$ cat config.mk
export PLATFORM = sky130hd
export DESIGN_NAME = button_event_decoder
export DESIGN_NICKNAME = d
export VERILOG_FILES = /design/src/rtl/button_event_decoder_pkg.sv /design/src/rtl/button_event_decoder_rise_detect.sv /design/src/rtl/button_event_decoder.sv
export SDC_FILE = /design/constraint.sdc
export NUM_CORES = 1
export LEC_CHECK = 0
export ABC_AREA = 1
export ABC_CLOCK_PERIOD_IN_PS = 2950
export BUFFER_PORTS_ARGS = -buffer_cell sky130_fd_sc_hd__buf_4
export CORE_MARGIN = 2
export CORE_UTILIZATION = 45
export CTS_BUF_LIST = sky130_fd_sc_hd__clkbuf_8 sky130_fd_sc_hd__clkbuf_16
export DETAILED_ROUTE_END_ITERATION = 6
export SLEW_MARGIN = 15
export SYNTH_ARGS = -nofsm -noshare
export SYNTH_HDL_FRONTEND = slang
export SYNTH_HIERARCHICAL = 1
export SYNTH_SLANG_ARGS = --single-unit
export TNS_END_PERCENT = 10
$ cat constraint.sdc
create_clock -name clk -period 2.95 [get_ports clk]
set_input_delay 0.4425 -clock clk [delete_from_list [all_inputs] [get_ports clk]]
set_output_delay 0.4425 -clock clk [all_outputs]
set_load 0.02 [all_outputs]
$ cat src/rtl/button_event_decoder_pkg.sv
// button_event_pkg: state encoding and counter sizing shared by the button event decoder
package button_event_pkg;
  typedef enum logic [2:0] {IDLE, PRESSED, LONG_HELD, WAIT_SECOND, SECOND_HELD} btn_state_t;
  function automatic int cnt_width(input int a, input int b, input int c);
    int m;
    m = a > b ? a : b;
    m = m > c ? m : c;
    return $clog2(m) + 1;
  endfunction
endpackage

$ cat src/rtl/button_event_decoder_rise_detect.sv
// rise_detect: press-edge detector with previous level reset to 1
// Ports: clk, rst_n (sync, active-low), clean (debounced level), rise (clean & ~prev)
// Resetting prev to 1 makes a button already held at reset invisible until it is released.
module rise_detect (
  input  logic clk,
  input  logic rst_n,
  input  logic clean,
  output logic rise
);
  logic prev_q;
  always_ff @(posedge clk) prev_q <= !rst_n ? 1'b1 : clean;
  assign rise = clean & ~prev_q;
endmodule

$ cat src/rtl/button_event_decoder.sv
// button_event_decoder: turns a debounced button level into press/short/long/repeat events
// Ports: clk; rst_n (sync, active-low); clean (1 = pressed); enable (0 = idle, no events);
//        press_pulse, short_pulse, long_pulse, repeat_pulse (one-cycle, registered);
//        held (level, PRESSED or LONG_HELD); dbl_pulse (double click)
// Macro BTN_DOUBLE_CLICK_EN adds dbl_pulse and defers short_pulse until the re-press window closes.
module button_event_decoder
  import button_event_pkg::*;
#(
  parameter int LONG_CYCLES   = 50_000_000,
  parameter int REPEAT_CYCLES = 10_000_000,
  parameter int DBL_WINDOW    = 15_000_000
) (
  input  logic clk,
  input  logic rst_n,
  input  logic clean,
  input  logic enable,
  output logic press_pulse,
  output logic short_pulse,
  output logic long_pulse,
  output logic repeat_pulse,
`ifdef BTN_DOUBLE_CLICK_EN
  output logic dbl_pulse,
`endif
  output logic held
);
  localparam int CW = cnt_width(LONG_CYCLES, REPEAT_CYCLES, DBL_WINDOW);
  localparam logic [CW-1:0] LONG_MAX = CW'(LONG_CYCLES - 1);
  localparam logic [CW-1:0] REP_MAX = CW'(REPEAT_CYCLES - 1);
`ifdef BTN_DOUBLE_CLICK_EN
  localparam logic [CW-1:0] DBL_MAX = CW'(DBL_WINDOW - 1);
  logic dbl_q, dbl_d;
`endif
  btn_state_t state_q, state_d;
  logic [CW-1:0] count_q, count_d;
  logic rise;
  logic press_q, press_d, short_q, short_d, long_q, long_d, rep_q, rep_d, held_q, held_d;
  rise_detect u_rise (
    .clk  (clk),
    .rst_n(rst_n),
    .clean(clean),
    .rise (rise)
  );
  always_ff @(posedge clk) begin
    if (!rst_n) begin
      state_q <= IDLE;
      count_q <= '0;
      press_q <= 1'b0;
      short_q <= 1'b0;
      long_q  <= 1'b0;
      rep_q   <= 1'b0;
      held_q  <= 1'b0;
`ifdef BTN_DOUBLE_CLICK_EN
      dbl_q   <= 1'b0;
`endif
    end else begin
      state_q <= state_d;
      count_q <= count_d;
      press_q <= press_d;
      short_q <= short_d;
      long_q  <= long_d;
      rep_q   <= rep_d;
      held_q  <= held_d;
`ifdef BTN_DOUBLE_CLICK_EN
      dbl_q   <= dbl_d;
`endif
    end
  end
  // count is cleared on every transition and whenever a state does not time anything
  always_comb begin
    state_d = state_q;
    count_d = '0;
    if (!enable) state_d = IDLE;
    else begin
      case (state_q)
        IDLE: state_d = rise ? PRESSED : IDLE;
`ifdef BTN_DOUBLE_CLICK_EN
        PRESSED: begin
          state_d = !clean ? WAIT_SECOND : count_q == LONG_MAX ? LONG_HELD : PRESSED;
          count_d = clean && count_q != LONG_MAX ? count_q + 1'b1 : '0;
        end
        WAIT_SECOND: begin
          state_d = rise ? SECOND_HELD : count_q == DBL_MAX ? IDLE : WAIT_SECOND;
          count_d = !rise && count_q != DBL_MAX ? count_q + 1'b1 : '0;
        end
        SECOND_HELD: state_d = clean ? SECOND_HELD : IDLE;
`else
        PRESSED: begin
          state_d = !clean ? IDLE : count_q == LONG_MAX ? LONG_HELD : PRESSED;
          count_d = clean && count_q != LONG_MAX ? count_q + 1'b1 : '0;
        end
`endif
        LONG_HELD: begin
          state_d = clean ? LONG_HELD : IDLE;
          count_d = clean && count_q != REP_MAX ? count_q + 1'b1 : '0;
        end
        default: state_d = IDLE;
      endcase
    end
  end
  always_comb begin
    long_d = enable && state_q == PRESSED && clean && count_q == LONG_MAX;
    rep_d  = enable && state_q == LONG_HELD && clean && count_q == REP_MAX;
    held_d = state_d == PRESSED || state_d == LONG_HELD;
`ifdef BTN_DOUBLE_CLICK_EN
    dbl_d   = enable && state_q == WAIT_SECOND && rise;
    press_d = enable && rise && (state_q == IDLE || state_q == WAIT_SECOND);
    short_d = enable && state_q == WAIT_SECOND && !rise && count_q == DBL_MAX;
`else
    press_d = enable && rise && state_q == IDLE;
    short_d = enable && state_q == PRESSED && !clean;
`endif
  end
  assign press_pulse  = press_q;
  assign short_pulse  = short_q;
  assign long_pulse   = long_q;
  assign repeat_pulse = rep_q;
  assign held         = held_q;
`ifdef BTN_DOUBLE_CLICK_EN
  assign dbl_pulse    = dbl_q;
`endif
endmodule
### After elaboration in Yosys (flattened, before gate mapping)

Index checks and enable logic that the tools add are counted.

| word-level totals | value |
|---|---|
| flip-flop bits (word level) | 36 |
| output and inout bits | 5 |

| operators by class | value |
|---|---|
| add/sub/neg operators | 1 |
| eq/ne operators | 8 |
| multiplexer cells | 9 |
| bitwise logic cells | 2 |
| reductions and logical operators | 15 |

Operators by type and width:

| operator | count |
|---|---|
| $mux 27 | 2 |
| $pmux 27 s2 | 1 |
| $add 27x1->27 const B | 1 |
| $eq 27x24->1 const B | 1 |
| $eq 27x26->1 const B | 1 |
| $ne 27x24->1 const B | 1 |
| $ne 27x26->1 const B | 1 |
| $logic_and 1x1->1 | 11 |
| $mux 2 | 4 |
| $eq 3x1->1 const B | 2 |
| $eq 3x2->1 const B | 2 |
| $pmux 2 s3 | 1 |
| $logic_not 3->1 | 1 |
| $reduce_and 2->1 | 1 |
| $and 1x1->1 | 1 |
| $logic_not 1->1 | 1 |
| $logic_or 1x1->1 | 1 |
| $mux 1 | 1 |
| $not 1->1 | 1 |

### Logic depth before layout (Yosys ltp)

| logic depth | value |
|---|---|
| depth in word-level cells | 7 |
| gate-level depth with buffers | 11 |
| depth with buffers taken out | 10 |

### Modules after synthesis

The synthesis kept the hierarchy.

Modules (own cells, without submodules):

| module | instances | cells each | area an instance (um^2) | sequential area each (um^2) |
|---|---|---|---|---|
| button_event_decoder | 1 | 243 | 1757.9 | 680.7 |
| rise_detect | 1 | 4 | 33.8 | 20.0 |

### Worst setup path after synthesis

OpenSTA, ideal clock, no wires.

| timing | value |
|---|---|
| kind | reg2reg |
| start point | register count_q[0] |
| end point | register count_q[2] |
| library setup time | 116 ps |
| data arrival time | 1401 ps |
| slack | 1434 ps |
| stages on the path, launching flop included | 12 |
| buffers on the path | 1 |
| clock period less this slack | 1516 ps |
| cell sequence | dfxtp_1 ha_1 nand2_1 nor2_4 nand2_1 nor2_2 nand2_1 nand2_2 nand2_2 nand2_4 buf_6 nor2_1 |

| on the way | value |
|---|---|
| cells in the longest elaborated chain, start to end | 4 |

Ends and longest elaborated chain:

| item | RTL line | text |
|---|---|---|
| start: declaration | button_event_decoder.sv:34 | `logic [CW-1:0] count_q, count_d;` |
| start signal: assignment | button_event_decoder.sv:57 | `count_q <= count_d;` |
| branches (longest 3 deep; another with $add 27x1->27) | -- |  |
| $pmux 27 s2 (*) | button_event_decoder.sv:74 | `case (state_q)` |

Every way passes the cells marked *.
A chain may end at the register's enable or synchronous reset.

### Worst setup path after layout

| timing | value |
|---|---|
| start point | register count_q[0] |
| end point | register count_q[21] |

Same word-level chain as after synthesis.

==> impl_metrics.toml <==
[pwr]
cellPowerDensity_mw_per_mm2 = 435
ir_worst_vdd_v = 0.000330
p_leak_nw = 0.689
finalPower_mw = 0.865

[route]
drt_iter0_markers = 52
viasPerCell = 4.75
vias = 1467
wl_per_cell_um = 11.3
drt_pass1_iterations = 4
totalWireLength_um = 3490
postRouteAntennaNets = 0
drc = 0

[grt]
grt_max_degree = 27
first_global_vias = 1452
antenna_found_initial = 0
overflow = 0
grt_pass1_wl_um = 6330
gr-usage-all-layers_pct = 18.8

[clock_network]
cts_hold_repair.buffers = 0
max-clock-path-buffers = 2
path_clk_slew_ps = 70
ctsResizeCount = 0
numCtsBuffers = 5
htreeDepth = 2
cts_tree = "built"
insertion_delay_ps = 290
clockRootBuffer = "clkbuf_8"
clock-sinks = 35
postCtsSetupBuffers = 0

[floorplanning]
fp.dieW_um = 67.1
die_area_mm2 = 0.00450
io_pins = 9
row_count = 22
core_mm2 = 0.00374
start_util_pct = 47.9
fp.dieH_um = 67.1

[synthesis]
synth_top_area_share_pct = 39.1
synthMostInstantiatedCell = "nor2_1"
synth_flop_cell = "dfxtp_1"
async_reset_ff_share_pct = 0
yosysWarnings = 6
yosysSeqAreaShare_pct = 39.1
ys_seq_elements = 35
synth_cells = 247
ys_types = 22
syn_area_mm2 = 0.00179
synth.area.top_cells = "dfxtp_1 (39%), nor2_1 (10%), nand2_1 (9.2%), inv_1 (6.9%), xor2_1 (6.8%)"
synth_edf_count = 0
syn_nets = 256
synth_common_cells = "nor2_1 (48), nand2_1 (44), dfxtp_1 (35)"
syn_avg_cell_area_um2 = 7.25
yosysTopAreaCell = "dfxtp_1"

[finish]
final_layout_size_suffix_gt1_share_pct = 13.0
n_antenna_cell = 0
stdcell_count = 309
syn_to_final_growth_pct = 11.0
nets = 269

[sta]
fmax_ghz = 0.586
relSlewSlack_pct = 74.2
fin_setup_tns_ps = 0
fin_skew_ps = 3.59
worst_pin_slew_ps = 384
setup_violations = 0
post-route-period-util_pct = 57.9
hold_viol = 0
drv_slew = 0
fin_crit_ps = 1710
worst_hold_slack_ps = 323
grt_setup_unrepaired = "false"

[worst_hold_path]
hold_class = "in2reg"

[critical_path]
startpoint_type = "flip-flop"
critical_path_class = "reg2reg"
path_max_fanout = 26
worstPathArrival_ps = 1880
required_ps = 3120
endpoint_kind = "flip-flop"

[place]
place.gp.congestion = 0.903
place_inst = 301
port_buffers = 8
dp_hpwl_um = 2640

[outcome]
outcome = "finished, final reports clean"

[run]
drv_cap = 0
[per-stage QoR]
step,worst slack (ps),instance area [um^2],util (%)
detailed placement,1240,1890,50.5
CTS,1220,1990,53.1
floorplan,1430,1790,-
finish,1240,1990,53.1
global route,984,1990,53.1
global placement,1270,1890,50.5
[path summary, 6_finish.rpt]
path               from             to  slack (ps)  depth (start not counted)
min reg2reg  count_q[0]     count_q[0]         450                          1
max reg2reg  count_q[0]    count_q[21]        1240                         10
min               rst_n  u_rise/prev_q         320                          2
max          count_q[0]    count_q[21]        1240                         10
[worst max-delay path, stage by stage, from the launching register on]
cell	delay (ps)
dfxtp_1	350
ha_1	210
nand2_1	130
nor2_4	130
nand2_1	90
nor2_2	100
nand2_1	70
nand2_2	100
nand2_2	80
nand2_4	240
nor2_1	80
[placed cells by master, fill, tap and decap left out, drive strengths merged]
cell type | synthesis | routed
nor3 | 13 | 13
or2 | 1 | 1
nand3b | 1 | 1
nor3b | 1 | 1
o21ai | 3 | 3
nand3 | 11 | 11
xnor2 | 6 | 6
xor2 | 14 | 14
clkbuf | 0 | 7
ha | 5 | 5
nor2 | 58 | 58
dfxtp | 35 | 35
nand2 | 51 | 51
a21oi | 2 | 2
nand4 | 11 | 11
inv | 33 | 34
buf | 2 | 8
[power by group]
group / internal [mW] / switching, mW
clock: 0.210 / 0.169
combinational: 0.00565 / 0.00712
sequential: 0.474 / 0.000660
[layer usage]
layer / global-route usage (%) / share of wire, % / vias up / routed length [um]
li1: - / - / 792 / -
met1: 23.1 / 49 / 652 / 1710
met2: 29.7 / 45 / 16 / 1570
met3: 5.91 / 3.6 / 7 / 125
met4: 8.67 / 2.5 / 0 / 88
met5: 0 / 0 / - / 0
[cells by family after synthesis]
family                     after synthesis  synth area share, %
buffers and inverters                   35                 8.17
adders and majority gates                5                 3.49
and+or+nand+nor                        147                 38.1
AOI/OAI and AO/OA                        5                 1.40
DFF                                     35                 39.1
xor gates and xnor gates                20                 9.78
[cell type report]
cell class	instances	area, um^2
Fill cell	385	1750
Multi-Input combinational cell	177	945
Sequential cell	35	701
Inverter	33	124
Clock buffer	7	96.3
Timing Repair Buffer	8	60.1
Tap cell	48	60.1
Clock inverter	1	3.75
[state kept, by name, indices dropped and copies added (netlist names)]
register and cells:
long_pulse 1, short_pulse 1, u_rise/prev_q 1, repeat_pulse 1, held 1, press_pulse 1
count_q 27, state_q 2
Power figures use the tool's default switching activity.
